<file path="config.mk">
export PLATFORM = sky130hd
export DESIGN_NAME = permutation_controller
export DESIGN_NICKNAME = d
export VERILOG_FILES = /design/src/rtl/ascon_pack.sv /design/src/rtl/permutation_round.sv /design/src/rtl/permutation_controller.sv
export SDC_FILE = /design/constraint.sdc
export NUM_CORES = 1
export LEC_CHECK = 0
export ABC_AREA = 1
export CAP_MARGIN = 20
export CORE_MARGIN = 5
export CORE_UTILIZATION = 26
export DETAILED_ROUTE_END_ITERATION = 16
export GPL_TIMING_DRIVEN = 1
export PLACE_DENSITY_LB_ADDON = 0.12
export SETUP_SLACK_MARGIN = 0.4
export SLEW_MARGIN = 20
export SYNTH_ARGS = -nofsm -noshare
export SYNTH_HDL_FRONTEND = slang
export SYNTH_SLANG_ARGS = --single-unit
</file>
<file path="constraint.sdc">
create_clock -name clock_i -period 2.6 [get_ports clock_i]
set_clock_uncertainty 0.05 [all_clocks]
set_input_delay 0.65 -clock clock_i [delete_from_list [all_inputs] [get_ports clock_i]]
set_output_delay 0.65 -clock clock_i [all_outputs]
set_load 0.01 [all_outputs]
</file>
<file path="src/rtl/ascon_pack.sv">
// Shared types, FSM encoding and round-constant helper for the ASCON permutation.
package ascon_pack;

    // S_0 occupies the most significant word of the packed 320-bit state.
    typedef struct packed {
        logic [63:0] s0;
        logic [63:0] s1;
        logic [63:0] s2;
        logic [63:0] s3;
        logic [63:0] s4;
    } type_state;

    typedef enum logic [1:0] {
        ST_IDLE = 2'd0,
        ST_RUN  = 2'd1,
        ST_DONE = 2'd2
    } perm_fsm_t;

    localparam logic [3:0] ROUND_MAX = 4'd11;

    // c_i = {(F - i), i}: 0xF0 for i=0 down to 0x4B for i=11.
    function automatic logic [7:0] round_const(input logic [3:0] i);
        return {4'hF - i, i};
    endfunction

    function automatic logic [63:0] rotr64(input logic [63:0] x, input int unsigned n);
        logic [127:0] t;
        t = {x, x} >> n;
        return t[63:0];
    endfunction

endpackage

</file>
<file path="src/rtl/permutation_round.sv">
// One combinational ASCON round: constant addition, substitution layer, linear diffusion.
module permutation_round
    import ascon_pack::*;
(
    input  type_state   state_i,
    input  logic [3:0]  round_i,
    output type_state   state_o
);

    function automatic type_state couche_substitution(input type_state s);
        logic [63:0] x0, x1, x2, x3, x4;
        logic [63:0] t0, t1, t2, t3, t4;
        type_state   r;
        x0 = s.s0 ^ s.s4;
        x1 = s.s1;
        x2 = s.s2 ^ s.s1;
        x3 = s.s3;
        x4 = s.s4 ^ s.s3;
        t0 = ~x0 & x1;
        t1 = ~x1 & x2;
        t2 = ~x2 & x3;
        t3 = ~x3 & x4;
        t4 = ~x4 & x0;
        x0 = x0 ^ t1;
        x1 = x1 ^ t2;
        x2 = x2 ^ t3;
        x3 = x3 ^ t4;
        x4 = x4 ^ t0;
        // Order matters: x1 and x0 use the already-updated neighbours.
        x1 = x1 ^ x0;
        x0 = x0 ^ x4;
        x3 = x3 ^ x2;
        x2 = ~x2;
        r.s0 = x0;
        r.s1 = x1;
        r.s2 = x2;
        r.s3 = x3;
        r.s4 = x4;
        return r;
    endfunction

    function automatic type_state couche_diffusion(input type_state s);
        type_state r;
        r.s0 = s.s0 ^ rotr64(s.s0, 19) ^ rotr64(s.s0, 28);
        r.s1 = s.s1 ^ rotr64(s.s1, 61) ^ rotr64(s.s1, 39);
        r.s2 = s.s2 ^ rotr64(s.s2, 1)  ^ rotr64(s.s2, 6);
        r.s3 = s.s3 ^ rotr64(s.s3, 10) ^ rotr64(s.s3, 17);
        r.s4 = s.s4 ^ rotr64(s.s4, 7)  ^ rotr64(s.s4, 41);
        return r;
    endfunction

    type_state added_w;

    always_comb begin
        added_w          = state_i;
        added_w.s2[7:0]  = state_i.s2[7:0] ^ round_const(round_i);
    end

    assign state_o = couche_diffusion(couche_substitution(added_w));

endmodule

</file>
<file path="src/rtl/permutation_controller.sv">
// Sequences ASCON p^a / p^b one round per clock with a start/done handshake.
// Optional PERM_STALL_EN adds stall_i, which freezes the running permutation.
module permutation_controller
    import ascon_pack::*;
#(
    parameter int ROUNDS_A = 12,
    parameter int ROUNDS_B = 6
) (
    input  logic        clock_i,
    input  logic        reset_i,
    input  logic        start_i,
    input  logic        mode_i,
`ifdef PERM_STALL_EN
    input  logic        stall_i,
`endif
    input  type_state   state_i,
    output type_state   state_o,
    output logic [3:0]  round_o,
    output logic        busy_o,
    output logic        done_o
);

    // Rounds always end at index 11, so shorter permutations start later.
    localparam logic [3:0] START_A = 4'(12 - ROUNDS_A);
    localparam logic [3:0] START_B = 4'(12 - ROUNDS_B);

    perm_fsm_t   fsm_q, fsm_d;
    type_state   state_q, state_d;
    logic [3:0]  round_q, round_d;
    type_state   round_next_w;
    logic        stall_w;

`ifdef PERM_STALL_EN
    assign stall_w = stall_i;
`else
    assign stall_w = 1'b0;
`endif

    permutation_round u_round (
        .state_i (state_q),
        .round_i (round_q),
        .state_o (round_next_w)
    );

    always_comb begin
        fsm_d   = fsm_q;
        state_d = state_q;
        round_d = round_q;
        case (fsm_q)
            ST_IDLE: begin
                if (start_i) begin
                    state_d = state_i;
                    round_d = mode_i ? START_B : START_A;
                    fsm_d   = ST_RUN;
                end
            end
            ST_RUN: begin
                if (!stall_w) begin
                    state_d = round_next_w;
                    if (round_q == ROUND_MAX) begin
                        fsm_d = ST_DONE;
                    end else begin
                        round_d = round_q + 4'd1;
                    end
                end
            end
            ST_DONE: begin
                fsm_d = ST_IDLE;
            end
            default: begin
                fsm_d = ST_IDLE;
            end
        endcase
    end

    always_ff @(posedge clock_i) begin
        if (reset_i) begin
            fsm_q   <= ST_IDLE;
            state_q <= '0;
            round_q <= '0;
        end else begin
            fsm_q   <= fsm_d;
            state_q <= state_d;
            round_q <= round_d;
        end
    end

    assign state_o = state_q;
    assign round_o = round_q;
    assign busy_o  = (fsm_q != ST_IDLE);
    assign done_o  = (fsm_q == ST_DONE);

endmodule

</file>
==> results of run 1 <==
power groups by stage:
| stage | sequential (mW) | clock [mW] | combinational, mW |
|---|---|---|---|
| final | 7.07 | 7.42 | 59.8 |
| after global routing | 7.12 | 7.66 | 61.6 |
| after CTS | 6.91 | 7.49 | 52.9 |
| after detailed placement | 6.92 | 0 | 51.6 |
| after global placement | 6.93 | 0 | 51.6 |
| after floorplan | 7.07 | 0 | 20.3 |
state kept, by name, summed over array words and instances, names as in the netlist:
name / count
fsm_q: 2
round_o: 4
state_o: 320
per-layer routing:
| metal | GRT usage, % | part of all wire [%] |
|---|---|---|
| met1 | 51.40 | 42 |
| met2 | 59.15 | 43 |
| met3 | 6.564 | 8.3 |
| met4 | 18.33 | 6.4 |
| met5 | 0 | 0.029 |
synthesized netlist by cell type, types with 3 or more instances:
| master | number |
|---|---|
| buf_2 | 120 |
| buf_4 | 10 |
| inv_2 | 71 |
| inv_1 | 461 |
| xor2_1 | 200 |
| o211ai_1 | 46 |
| nand2_2 | 104 |
| nor3_1 | 32 |
| nand2_4 | 6 |
| nand4_1 | 123 |
| nand3_1 | 728 |
| a21oi_2 | 3 |
| o21ai_0 | 170 |
| xnor2_1 | 76 |
| xor2_2 | 25 |
| a21boi_1 | 3 |
| a21oi_1 | 304 |
| o21ai_1 | 15 |
| nand2_1 | 2668 |
| a21boi_2 | 54 |
| clkbuf_1 | 43 |
| o221ai_1 | 35 |
| dfxtp_1 | 326 |
| nor2_1 | 507 |
| nand3b_1 | 16 |
| a31oi_1 | 3 |
| or2_0 | 4 |
| ha_1 | 129 |
| xnor2_2 | 33 |
| a21boi_4 | 4 |
timing repair:
action,in CTS,in global routing
setup buffers,25,97
resized for setup,742,1071
hold endpoints to repair,0,0
setup endpoints to repair,542,322
gates cloned,0,1
pin swaps,57,284
cells by family (layout without fill, tap and decap cells):
| family | after synthesis | in the layout | synth area share (%) |
|---|---|---|---|
| buffers and inverters | 707 | 2364 | 7.964 |
| adder cells (fa/ha/maj) | 129 | 129 | 4.522 |
| other | 0 | 5 | 0 |
| flip-flops | 326 | 326 | 18.28 |
| AO/OA/AOI/OAI | 640 | 640 | 10.86 |
| XOR/XNOR | 336 | 336 | 9.569 |
| AND/OR/NAND/NOR | 4193 | 4193 | 48.81 |
final timing paths:
check,to,slack [ps],cells past startpoint
max,state_o[304],260,13
min,state_o[314],230,2
max reg2reg,state_o[304],260,13
min reg2reg,state_o[74],430,2
through the flow:
stage               hold WS (ps)  util [%]  power, mW  instance area (um^2)
global route               221.3     43.92      76.40                 60160
global placement           420.6     38.21      58.53                 52330
CTS                        187.4     40.31      67.33                 55220
finish                     225.9     43.93      74.25                 60170
detailed placement         426.7     38.21      58.49                 52330
floorplan                  450.1         -      27.34                 35700
area by class of cell:
cell class,instances,area share (%)
antenna,5,0.02079
clock buffer,60,2.190
clock inverter,22,0.5843
inverter,533,3.387
multi-input combinational,5298,50.83
sequential,326,11.50
tap,1794,3.730
timing repair buffer,1749,27.75
==> qor.csv, run 1 <==
metric,value,unit
Synth top area share,28.05,%
Synth cell types,39,
Inst Count DP,9577,
part of the power in registers,9.5,%
vias in the first global route,45600,
CTS tree,yes,
DRT iter0 DRCs,5445,
Die Y,380.5,um
#FFs+latches synth,326,
initial core utilization,26.06,%
Post-synth EDFFs,0,
worst path bufs/invs,3,
Routed WL,294100,um
Syn Area/Cell,5.638,um^2
CP Class,reg2reg,
worst vdd ir,0.5807,mV
Main synth FF type,dfxtp_1,
sequential-to-total area share from yosys stat,18.28,%
crit path max fanout,3,
syn nets,6784,
core area,137000,um^2
Area Overhead vs Synth,68.56,%
Final Non-Filler Cells,9787,
Fillers,14510,
Worst setup startpoint,state_o[3],
register area,6919,um^2
Num CTS Buffers,47,
Worst EP arrival,2750,ps
via count,50900,
Crit path top cell by count,nand2_1,
Combinational Power Share,80.5,%
Synth Instances,6331,
largest net degree at the start of global routing,145,
post-DP HPWL,252900,um
CP Cell Sequence,buf_6 -> ha_4 -> nand4_1 -> nand3_2 -> nand2_2 -> buf_12 -> nand2_1 -> nand2_1 -> nand2_1 -> nand3_2 -> buf_4 -> nand2_1 -> a21oi_1,
fmax,0.4281,GHz
Hold Buf Count CTS,0,
status,"complete, no violations",
mapped cell area,35700,um^2
Total Routing Usage GR,38.17,%
max incr delay on CP,370,ps
layout cells sized above 1,32.00,%
root buf cell,clkbuf_16,
Worst setup EP type,register,
Clk network pwr share,10.0,%
static leakage,29.62,nW
DRC violations left,0,
CTS H-Tree Depth,2,
"Hold Vio Cnt, Final",0,
worst-margin pin slew,1251,ps
GR Overflow Total,0,
Final ANT Viol Nets,0,
Synth area leaders,"nand2_1, dfxtp_1, nand3_1",
first-pass GRT wire length,383500,um
GP Congestion,1.050,
max_cap viols,0,
final worst-path cycle share,89.84,%
Sink Count,326,
Boundary Pins,650,
Post-synth ARST share,0,%
Die Width,380.5,um
drt wl/cell,30.05,um
initial antenna violation count,19,
Pre-Repair DR Iteration Count,8,
Setup TNS,0,ps
slowest CP cell,dfxtp_4,
clock-pin slew on the worst setup and hold paths,70,ps
"most common cell after layout, fill and taps aside",nand2_1,
Multi-input gate area,30590,um^2
CP startpoint kind,register,
nets,8408,
pre-CTS WS,-63.38,ps
Critical Path RT,3010,ps
Final min period,2336,ps
largest area contributor in the netlist,nand2_1,
RSZ-0062 raised after global routing,true,
FF-to-FF Start,state_o[3],
Hold Crit Class,in2reg,
internal power,32.51,mW
worst hold start,reset_i,
pwr dens,1234,nW/um^2
total die area,144800,um^2
input/output buffers,649,
CP top delay family,simple AND/OR/NAND/NOR gates,
Final Setup Violations,0,
Cell Rows,136,
drt via density,5.200,
Clock Path Buffers,3,
final slew viol count,0,
Worst-Skew Late Latency,660,ps
most frequent cells in the layout,"nand2_1, buf_4, nand3_1, nor2_1, nand2_2",
max_slew headroom,16.61,%
Synth Warn #,0,
switching power total,41.74,mW
final worst setup slack,264.2,ps
Sw Ratio,56.22,%
Note: power is estimated with default switching activity, not from simulation.
==> run 2, diff against run 1 <==
--- a/config.mk
+++ b/config.mk
@@ -5,7 +5,6 @@
 export SDC_FILE = /design/constraint.sdc
 export NUM_CORES = 1
 export LEC_CHECK = 0
-export ABC_AREA = 1
 export CAP_MARGIN = 20
 export CORE_MARGIN = 5
 export CORE_UTILIZATION = 26
==> run 2 against run 1 <==
  * First-iteration DRC count down 39%
  * Register-to-register slack better by 20 ps
  * Worst setup slack better by 22 ps
  * Highest routed layer is now met4
==> qor.csv, run 2 <==
metric,value,unit,change
status,"complete, no violations",,
Die Width,342.8,um,-9.9%
XOR/XNOR Fraction of Synth Area,37.51,%,+28 points
Commonest cells post-synth,"xnor2_1, dfxtp_1, nor2_1",,
nets,5158,,-39%
DRT iter0 DRCs,3337,,-39%
Sink Count,326,,unchanged
crit path max fanout,3,,unchanged
Die Y,342.8,um,-9.9%
Crit path top cell by count,xnor2_2,,
Synth cell types,43,,+10%
Placed Area,42720,um^2,-18%
worst-margin pin slew,928.3,ps,-322.5 ps
Main synth FF type,dfxtp_1,,
GP Congestion,1.011,,-3.8%
Synth Warn #,0,,unchanged
"most common cell after layout, fill and taps aside",buf_4,,
via count,31930,,-37%
post-synthesis simple-gate area fraction,11.04,%,-38 points
drt wl/cell,32.36,um,+7.7%
Boundary Pins,650,,unchanged
area share of fa/ha/maj cells after synthesis,7.838,%,+3.3 points
max incr delay on CP,440,ps,+70 ps
Cell Rows,122,,-10%
worst path bufs/invs,2,,-1
input/output buffers,649,,unchanged
DRC violations left,0,,unchanged
Inst Count DP,5980,,-38%
final worst-path cycle share,88.99,%,-0.85 points
CP top delay family,XOR/XNOR gates,,
multiplexer share of the synthesized area,2.120,%,+2.1 points
post-DP HPWL,166000,um,-34%
post-synthesis compound-gate area fraction,13.96,%,+3.1 points
"Hold Vio Cnt, Final",0,,unchanged
max_slew headroom,38.11,%,+22 points
Final Non-Filler Cells,6228,,-36%
register area,6937,um^2,+0.25%
Synth top area share,22.66,%,-5.4 points
Post-synth ARST share,0,%,unchanged
Largest register FFs,320,,unchanged
Multi-input gate area,25060,um^2,-18%
Pre-Repair DR Iteration Count,6,,-2
Total Routing Usage GR,32.39,%,-5.8 points
RSZ-0062 raised after global routing,true,,
cell with the most instances after synthesis,xnor2_1,,
fin area,50650,um^2,-16%
Fillers,10750,,-26%
CP Cell Sequence,inv_1 -> ha_2 -> xnor2_2 -> xnor2_2 -> buf_6 -> xnor3_1 -> a222oi_1 -> nor2_1,,
sequential-to-total area share from yosys stat,22.66,%,+4.4 points
syn nets,3762,,-45%
final slew viol count,0,,unchanged
total die area,117500,um^2,-19%
Hold Crit Class,in2reg,,
vias in the first global route,31210,,-32%
Clock Path Buffers,3,,unchanged
Synth area leaders,"dfxtp_1, xnor2_1, xor2_1",,
Worst EP arrival,2760,ps,about the same
CP startpoint kind,register,,
CP Class,reg2reg,,
initial antenna violation count,2,,-17
Num CTS Buffers,46,,-2.1%
Post-synth EDFFs,0,,unchanged
Final ANT Viol Nets,0,,unchanged
initial core utilization,26.09,%,+0.033 points
fmax,0.4322,GHz,+0.96%
Worst-Skew Late Latency,650,ps,about the same
Synth Instances,3309,,-48%
first-pass GRT wire length,263300,um,-31%
Hold Slack,232.9,ps,+6.981 ps
root buf cell,clkbuf_16,,
most frequent cells in the layout,"buf_4, xnor2_1, clkdlybuf4s50_1, nor2_1, nand2_1",,
Final min period,2314,ps,-22.12 ps
CTS H-Tree Depth,2,,unchanged
clock-pin slew on the worst setup and hold paths,60,ps,about the same
Setup TNS,0,ps,unchanged
max_cap viols,0,,unchanged
largest area contributor in the netlist,dfxtp_1,,
Final Setup Violations,0,,unchanged
CTS tree,yes,,
Syn Area/Cell,8.702,um^2,+54%
GR Overflow Total,0,,unchanged
Critical Path RT,3050,ps,+40 ps
largest family of logic cells by synthesized area,XOR/XNOR gates,,
largest net degree at the start of global routing,124,,-14%
mapped cell area,28800,um^2,-19%
#FFs+latches synth,326,,unchanged
core area,110400,um^2,-19%
Area Overhead vs Synth,75.89,%,
Routed WL,201500,um,-31%
Worst setup EP type,register,,
slowest CP cell,xnor3_1,,
drt via density,5.127,,-1.4%
layout cells sized above 1,37.77,%,+5.8 points
==> run 2: cell types whose count changed in the layout (fill, tap and decap cells not counted), sizes merged, moves of 221 or more <==
cell / change
xnor2: +633
buf: -221
inv: -336
nand2: -2496
nor2: -224
nand3: -662
==> run 2: area by class of cell <==
class,instances,area share (%)
diodes,4,0.01976
inverters,192,1.467
repair buffers,1526,28.71
multi-input cells,2613,49.48
clock buffers,75,2.806
flip-flops and latches,326,13.70
well taps,1488,3.676
clock inverters,4,0.1458
==> run 2: metal layers <==
layer	GRT usage, %	up-vias	wire (um)
met4	14.63	0	11870
met5	0	-	0
met1	41.27	15880	81150
met3	6.700	341	16920
met2	52.82	1575	91610
li1	-	14130	-
==> run 2: kinds of logic after synthesis <==
family                   Yosys count
XOR/XNOR                        1038
flip-flops                       326
adder cells (fa/ha/maj)          192
buffers and inverters            370
multiplexers                      61
AO/OA/AOI/OAI                    579
AND/OR/NAND/NOR                  743
==> run 2: path summary, 6_finish.rpt <==
check	startpoint	depth (start not counted)	end	slack (ps)
setup / recovery	state_o[236]	8	state_o[91]	290
setup reg to reg	state_o[236]	8	state_o[91]	290
hold reg to reg	state_o[114]	2	state_o[114]	450
hold / removal	reset_i	2	state_o[80]	230
==> run 2: through the flow <==
step,util (%),setup WS [ps]
floorplan,-,386.8
global placement,38.70,-311.6
detailed placement,38.70,-288.6
CTS,42.24,139.2
global route,45.88,176.4
finish,45.89,286.3
==> run 2: timing repair <==
item                       CTS  global route
resized for setup          695           672
pin swaps                  151           272
cloned                       0             0
setup endpoints to repair  477           369
setup buffers               63           102
hold buffers                 0             0
Power of run 2 is left out: the tool's default activity adds up to more than one toggle a clock period on the data nets, which glitch-free logic cannot reach.
